### src/rtl/avg_word_packer_pkg.sv
// avg_word_packer_pkg: shared sizing constants for the averaged-byte word packer.
package avg_word_packer_pkg;
    localparam int DEPTH_DEF = 8;
    localparam int PTR_W     = $clog2(DEPTH_DEF);
    localparam int LANES     = 4;
    localparam int WORD_W    = 8 * LANES;
    localparam int LVL_W     = 5;
endpackage

### src/rtl/avg_word_fifo.sv
// avg_word_fifo: synchronous FIFO whose head word, valid and level are all registered.
module avg_word_fifo
    import avg_word_packer_pkg::*;
#(
    parameter int DEPTH = DEPTH_DEF
) (
    input  logic              clk,
    input  logic              rst_n,
    input  logic              push,
    input  logic [WORD_W-1:0] push_data,
    input  logic              ready,
    output logic              valid,
    output logic [WORD_W-1:0] data,
    output logic [LVL_W-1:0]  level,
    output logic              full,
    output logic              empty
);
    localparam int PW = $clog2(DEPTH);

    logic [WORD_W-1:0] mem [DEPTH];
    logic [PW-1:0]     wr_ptr, rd_ptr;
    logic              pop, push_ok;
    logic [LVL_W-1:0]  rem;

    assign full    = level == LVL_W'(DEPTH);
    assign empty   = level == '0;
    assign pop     = valid & ready;
    assign push_ok = push & (~full | pop);
    assign rem     = level - LVL_W'(pop);

    always_ff @(posedge clk)
        if (push_ok) mem[wr_ptr] <= push_data;

    // When nothing older survives the pop, the incoming word becomes the head directly.
    always_ff @(posedge clk or negedge rst_n)
        if (!rst_n) begin
            wr_ptr <= '0;
            rd_ptr <= '0;
            level  <= '0;
            valid  <= 1'b0;
            data   <= '0;
        end else begin
            wr_ptr <= wr_ptr + PW'(push_ok);
            rd_ptr <= rd_ptr + PW'(pop);
            level  <= rem + LVL_W'(push_ok);
            valid  <= (rem + LVL_W'(push_ok)) != '0;
            data   <= rem == '0 ? (push_ok ? push_data : data) : mem[rd_ptr + PW'(pop)];
        end
endmodule

### src/rtl/avg_word_packer.sv
// avg_word_packer: packs averaged bytes little-endian into 32-bit words and queues them.
module avg_word_packer
    import avg_word_packer_pkg::*;
#(
    parameter int DEPTH = DEPTH_DEF
) (
    input  logic              clk,
    input  logic              rst_n,
    input  logic              i_data_de,
    input  logic [7:0]        data_in,
    input  logic              i_flush,
    input  logic              i_clr,
    input  logic              i_ready,
    output logic              o_valid,
    output logic [WORD_W-1:0] o_data,
    output logic [LVL_W-1:0]  o_level,
    output logic              o_overflow
);
    logic [1:0]        cnt;
    logic [WORD_W-1:0] part, cur;
    logic              push, full, empty, drop;

    // Partial word keeps unfilled lanes at zero, so a flush needs no extra masking.
    assign cur  = part | (i_data_de ? WORD_W'(data_in) << {cnt, 3'b000} : '0);
    assign push = (i_data_de & (cnt == 2'd3)) | (i_flush & ((cnt != 2'd0) | i_data_de));
    assign drop = push & full & ~(~empty & i_ready);

    always_ff @(posedge clk or negedge rst_n)
        if (!rst_n) begin
            cnt        <= '0;
            part       <= '0;
            o_overflow <= 1'b0;
        end else begin
            cnt        <= push ? 2'd0 : cnt + {1'b0, i_data_de};
            part       <= push ? '0 : cur;
            o_overflow <= drop | (o_overflow & ~i_clr);
        end

    avg_word_fifo #(.DEPTH(DEPTH)) u_fifo (
        .clk       (clk),
        .rst_n     (rst_n),
        .push      (push),
        .push_data (cur),
        .ready     (i_ready),
        .valid     (o_valid),
        .data      (o_data),
        .level     (o_level),
        .full      (full),
        .empty     (empty)
    );
endmodule

### config.mk
export PLATFORM = sky130hd
export DESIGN_NAME = avg_word_packer
export DESIGN_NICKNAME = d
export VERILOG_FILES = /design/src/rtl/avg_word_packer_pkg.sv /design/src/rtl/avg_word_fifo.sv /design/src/rtl/avg_word_packer.sv
export SDC_FILE = /design/constraint.sdc
export NUM_CORES = 1
export LEC_CHECK = 0
export BUFFER_PORTS_ARGS = -buffer_cell sky130_fd_sc_hd__buf_4
export CAP_MARGIN = 30
export CORE_UTILIZATION = 58
export CTS_BUF_LIST = sky130_fd_sc_hd__clkbuf_4 sky130_fd_sc_hd__clkbuf_8
export DETAILED_ROUTE_END_ITERATION = 7
export GPL_TIMING_DRIVEN = 0
export PLACE_DENSITY = 0.79
export SLEW_MARGIN = 10
export SYNTH_ARGS = -nofsm -noshare
export SYNTH_HDL_FRONTEND = slang
export SYNTH_SLANG_ARGS = --single-unit
### constraint.sdc
create_clock -name clk -period 4.8 [get_ports clk]
set_input_delay 0 -clock clk [delete_from_list [all_inputs] [get_ports clk]]
set_output_delay 0 -clock clk [all_outputs]
set_load 0.1 [all_outputs]
# Word level (Yosys, flattened, before mapping)
# Memories as Yosys holds them, arrays and structs flattened.
# Cells that the tools add are included.
[word_totals]
latch_bits = 0
memories = 1
input_bits = 14
romBits = 0
reg_bits = 79
mem_bits_rw = 256
out_inout_bits = 39
[mem_list]
columns = ["name", "depth", "word_bits", "rd", "rd_ports_with_merged_regs", "wr", "line_no", "rtl"]
rows = [
  ["u_fifo.mem", 8, 32, 1, 0, 1, "avg_word_fifo.sv:20", "logic [WORD_W-1:0] mem [DEPTH];"],
]
[classes]
bitwise_logic = 17
div = 0
order_cmp = 0
mux = 7
n_eq_ne = 3
add_sub_neg = 5
shift = 1
mul = 0
reduce_logical = 4
[op_table]
columns = ["operator", "count"]
rows = [
  ["$mux 32", 4],
  ["$or 32x32->32", 1],
  ["$shl 8x5->32", 1],
  ["$logic_not 5->1", 2],
  ["$and 1x1->1", 8],
  ["$add 3x1->3", 2],
  ["$add 5x1->5", 1],
  ["$eq 5x4->1 const B", 1],
  ["$reduce_bool 5->1", 1],
  ["$sub 5x1->5", 1],
  ["$not 1->1", 4],
  ["$or 1x1->1", 4],
  ["$add 2x1->2", 1],
  ["$eq 2x2->1 const B", 1],
  ["$mux 1", 2],
  ["$mux 2", 1],
  ["$ne 2x1->1 const B", 1],
  ["$reduce_bool 2->1", 1],
]

# Logic depth before layout (Yosys ltp)
[depth]
word_depth = 7
ltp_mapped = 12
ltp_nobuf = 10

# Cells and area by module
# Synthesis repeated with hierarchy kept, for this count alone.
[hier_totals]
hier_cells = 654
hier_area_um2 = 13177.6
[by_module_without_submodules]
columns = ["mod", "seq_area_each_um2", "cells_per_inst", "instances", "area_each_um2"]
rows = [
  ["avg_word_fifo", 8788.4, 533, 1, 11715.0],
  ["avg_word_packer", 875.8, 121, 1, 1462.7],
]

# Worst setup path after synthesis
# No wires, ideal clock.
[synth_path]
kind = "register to register"
start = "reg u_fifo.level[4]"
end = "mem u_fifo.mem[0][0] in the netlist's numbering, enable pin"
setup_slack_ns = -0.330
stages_incl_launch_ff = 6
setup_ns = 0.501
t_required_ns = 4.299
arrival_time_ns = 4.629
cell_sequence = "dfrtp_1 -> or3b_1 -> or2_1 -> buf_6 -> nand2_1 -> nor4_1"
[synth_via]
elab_chain_len = 6
[synth_lines]
columns = ["item", "line_no", "rtl"]
rows = [
  ["start, declared", "avg_word_fifo.sv:14", "output logic [LVL_W-1:0] level,"],
  ["start signal, assigned", "avg_word_fifo.sv:45", "level <= rem + LVL_W'(push_ok);"],
  ["$eq 5x4->1", "avg_word_fifo.sv:25", "assign full = level == LVL_W'(DEPTH);"],
  ["$not 1->1", "avg_word_fifo.sv:28", "assign push_ok = push & (~full | pop);"],
  ["$or 1x1->1", "avg_word_fifo.sv:28", ""],
  ["$and 1x1->1", "avg_word_fifo.sv:28", ""],
  ["$mux 1", "avg_word_fifo.sv:32", "if (push_ok) mem[wr_ptr] <= push_data;"],
  ["$mux 1 (not written as such)", "avg_word_fifo.sv:32", ""],
  ["end, declared", "avg_word_fifo.sv:20", ""],
]
# Every way passes these cells.

# Worst setup path in the final report
[layout_path]
start = "reg u_fifo.level[4]"
end = "reg u_fifo.valid"
[layout_via]
elab_chain_len = 6
word_cells_on_any_way = 7
cone_classes = "add/sub (2); eq/ne (1); bitwise (3); reduce/logical (1)"
[layout_lines]
columns = ["item", "line_no", "rtl"]
rows = [
  ["parallel branches: the longest is 4 deep, another holds $sub 5x1->5", "--", ""],
  ["$add 5x1->5 *", "avg_word_fifo.sv:46", "valid <= (rem + LVL_W'(push_ok)) != '0;"],
  ["$reduce_bool 5->1 *", "avg_word_fifo.sv:46", ""],
  ["end signal, assigned", "avg_word_fifo.sv:40", "valid <= 1'b0;"],
  ["end signal, assigned", "avg_word_fifo.sv:46", ""],
  ["end, declared", "avg_word_fifo.sv:12", "output logic valid,"],
]
# Every way passes the cells marked *.
# A chain may end at the register's enable or synchronous reset.

==> results.cfg <==
[setup_path]
crit_path_end_kind = flip-flop
critical_path_peak_fanout = 7
largest_incremental_delay_on_the_critical_path_ns = 0.45
worst-setup-path-type = reg -> reg
critical-path-slowest-cell = dfrtp_1
critPathMostFrequentCell = ha_1
worst-r2r-cell-count = 11
crit_arrival_ns = 3.61
crit_start_category = flip-flop
worstPathCellList = or3b_1, or2_1, buf_6, nand2_1, inv_1, ha_1, ha_1, or2b_1, a31oi_1, xnor2_1, or3_1
worst_ep_required_time_ns = 5.23

[placed_design]
placement.io_buffers = 52
hpwlAfterDp_um = 19900
place.gp.congestion = 0.805
placed_cell_area_um2 = 14300

[worst_hold_path]
timing.hold.worst.class = in -> reg
min_delay_path_depth = 2

[die]
placeableCoreArea_um2 = 22600
floorplan.die_area_um2 = 23500
placementRows = 55
die_w_um = 153
initial_core_util_pct = 58.9
die_height_um = 153
ioPinCount = 53

[finish]
final_util_pct = 69.0
drive_gt1_share_pct = 31.1
seq_area_um2 = 9660
fillCellCount = 1385
area_growth_syn_to_layout_pct = 17.1
stdcell_area_um2 = 15600
nets = 869
multi_input_area_um2 = 3410
antennaDiodeCount = 0

[logic_synthesis]
netlist_area_um2 = 13300
synthDistinctLibCells = 44
cell_count_after_synthesis = 704
ys_dominant_reg_cell = edfxtp_1
postSynth.asyncResetShare_pct = 23.6
yosysTopAreaCellShare_pct = 57.8
postSynthRegisterBits = 335
syn_avg_cell_area_um2 = 18.9
seq_area_frac_synth_pct = 72.7
mappedNetlistNets = 727
count_of_flip_flops_with_a_built_in_enable_after_synthesis = 256
synth-warning-count = 0
yosys.area.top_type = edfxtp_1
synthTopCellsByArea = edfxtp_1, dfrtp_1, mux4_2, mux2i_1, a21o_1

[clock_tree]
worstSkewPairLatency_ns = 0.57
cts_tree = yes
cts.sink_count = 335
clock_path_buffers = 3
clkSlewWorstSetupHoldPaths_ns = 0.06
cts.repair.resized = 0
root_buffer = clkbuf_8
htreeDepth = 2
tritoncts.num_buffers = 52

[sta]
worst_slew_pin_slew_ns = 0.920
finalMaxSlewViolations = 0
period_minus_slack_ns = 3.18
finalHoldWorstSlack_ns = 0.0154
grt_setup_unrepaired = false
max_clock_freq_mhz = 315
final-setup-viol-count = 0
period_share_pct = 66.2
final-hold-violation-count = 0
maxSlewHeadroom_pct = 38.4
clock-skew-final_ns = 0.0233

[run]
cap_viol_max_count = 0

[routing]
drc_viols = 0
vias = 7589
route.detailed.vias_per_inst = 6.47
drt.antenna.violating_nets = 0
avgRoutedWirePerCell_um = 26.4
drtPass1Iterations = 7
detail_route.iter0.violations = 806
routed_wl_um = 31000

[grt]
antenna_found_initial = 0
grt_start_max_net_pins = 80
first_global_vias = 7825
global_route.overflow_total = 0
wire_length_of_the_first_global_routing_pass_um = 46500
groute.usage.overall_pct = 27.2

[outcome]
outcome = complete, no violations
==> metrics by stage <==
stage | instances | setup slack [ns] | setup TNS (ns)
after CTS | 1171 | 1.63 | 0
after floorplan | 704 | 0.508 | 0
after global placement | 1041 | -1.65 | -217.46
after global routing | 1173 | 1.46 | 0
after detailed placement | 1064 | 1.66 | 0
final | 1173 | 1.62 | 0
==> cell type report <==
cell class / instances / share of cell area (%)
Buffer: 49 / 1.64
Tap cell: 285 / 2.29
Sequential cell: 335 / 62.1
Inverter: 6 / 0.145
Clock inverter: 16 / 0.450
Timing Repair Buffer: 88 / 5.07
Multi-Input combinational cell: 314 / 21.9
Clock buffer: 80 / 6.43
==> path summary, 6_finish.rpt <==
check,end,start,slack (ns)
min in group asynchronous,u_fifo.data[27],rst_n,0.40
max in group asynchronous,u_fifo.data[11],rst_n,3.77
setup reg to reg,u_fifo.valid,u_fifo.level[4],1.62
hold / removal,u_fifo.mem[4][23],data_in[7],0.02
hold reg to reg,part[26],part[26],0.50
setup / recovery,u_fifo.valid,u_fifo.level[4],1.62
==> cell families (layout without fill, tap and decap cells) <==
family / Yosys count / in the layout / synth area share, %
XOR/XNOR: 8 / 8 / 0.640
flip-flops: 335 / 335 / 72.7
buffers and inverters: 55 / 239 / 2.09
AND/OR/NAND/NOR: 66 / 66 / 3.31
AO/OA/AOI/OAI: 135 / 135 / 7.14
multiplexers: 96 / 96 / 13.3
adder cells (fa/ha/maj): 9 / 9 / 0.847
==> cell usage after synthesis, drive strengths merged (3+ instances only) <==
master    n
and2     35
nor2      5
dfrtp    79
nor3b     3
inv       6
mux2i    32
nor3      4
mux4     64
xnor2     6
edfxtp  256
buf      31
ha        9
a21o     34
o311ai   32
a21oi    33
clkbuf   18
o22ai    33
==> cell usage in the layout, fill, tap and decap left out, drive strengths merged <==
cell type,instances
dlygate4sd3,12
a211o,1
and2,35
clkbuf,98
mux4,64
ha,9
and3,1
nor3,4
a21o,34
inv,6
dfrtp,79
buf,107
nand3b,1
o311ai,32
nand2b,2
o22ai,33
and2b,1
or2,1
and3b,2
a21oi,33
or3,2
nor2,5
edfxtp,256
o21a,1
xor2,2
or3b,1
mux2i,32
a31oi,1
nor3b,3
or2b,1
nor4,1
clkinv,16
and4b,1
nand2,2
nor4b,1
xnor2,6
nand3,1
or4,1
==> flip-flops by register name (all words and copies together), names as in the netlist <==
signal         count
u_fifo.mem       256
part              32
u_fifo.data       32
u_fifo.level       5
u_fifo.rd_ptr      3
u_fifo.wr_ptr      3
cnt                2
o_overflow         1
u_fifo.valid       1
==> layer usage <==
metal	up-vias	wire, um	global-route usage [%]
li1	3164	-	-
met1	3901	12200	38.6
met3	66	2990	5.19
met2	458	15100	43.3
met4	0	720	9.00
met5	-	0	0
==> timing repair <==
action                                 CTS  global route
setup endpoints to repair                0             0
buffers inserted                         0             0
endpoints found under the hold margin  160            14
hold buffers                            11             1
==> worst max-delay path, delay by kind of cell, from the launching register on <==
kind,cells,cell delay (ns)
and+or+nand+nor,5,1.51
adders and majority gates,2,0.46
DFF,1,0.45
buffers and inverters,2,0.29
AOI/OAI and AO/OA,1,0.22
xor gates and xnor gates,1,0.12
Power is not shown: default switching activity piles up to over one toggle a cycle in this logic, so the estimate is an artifact.
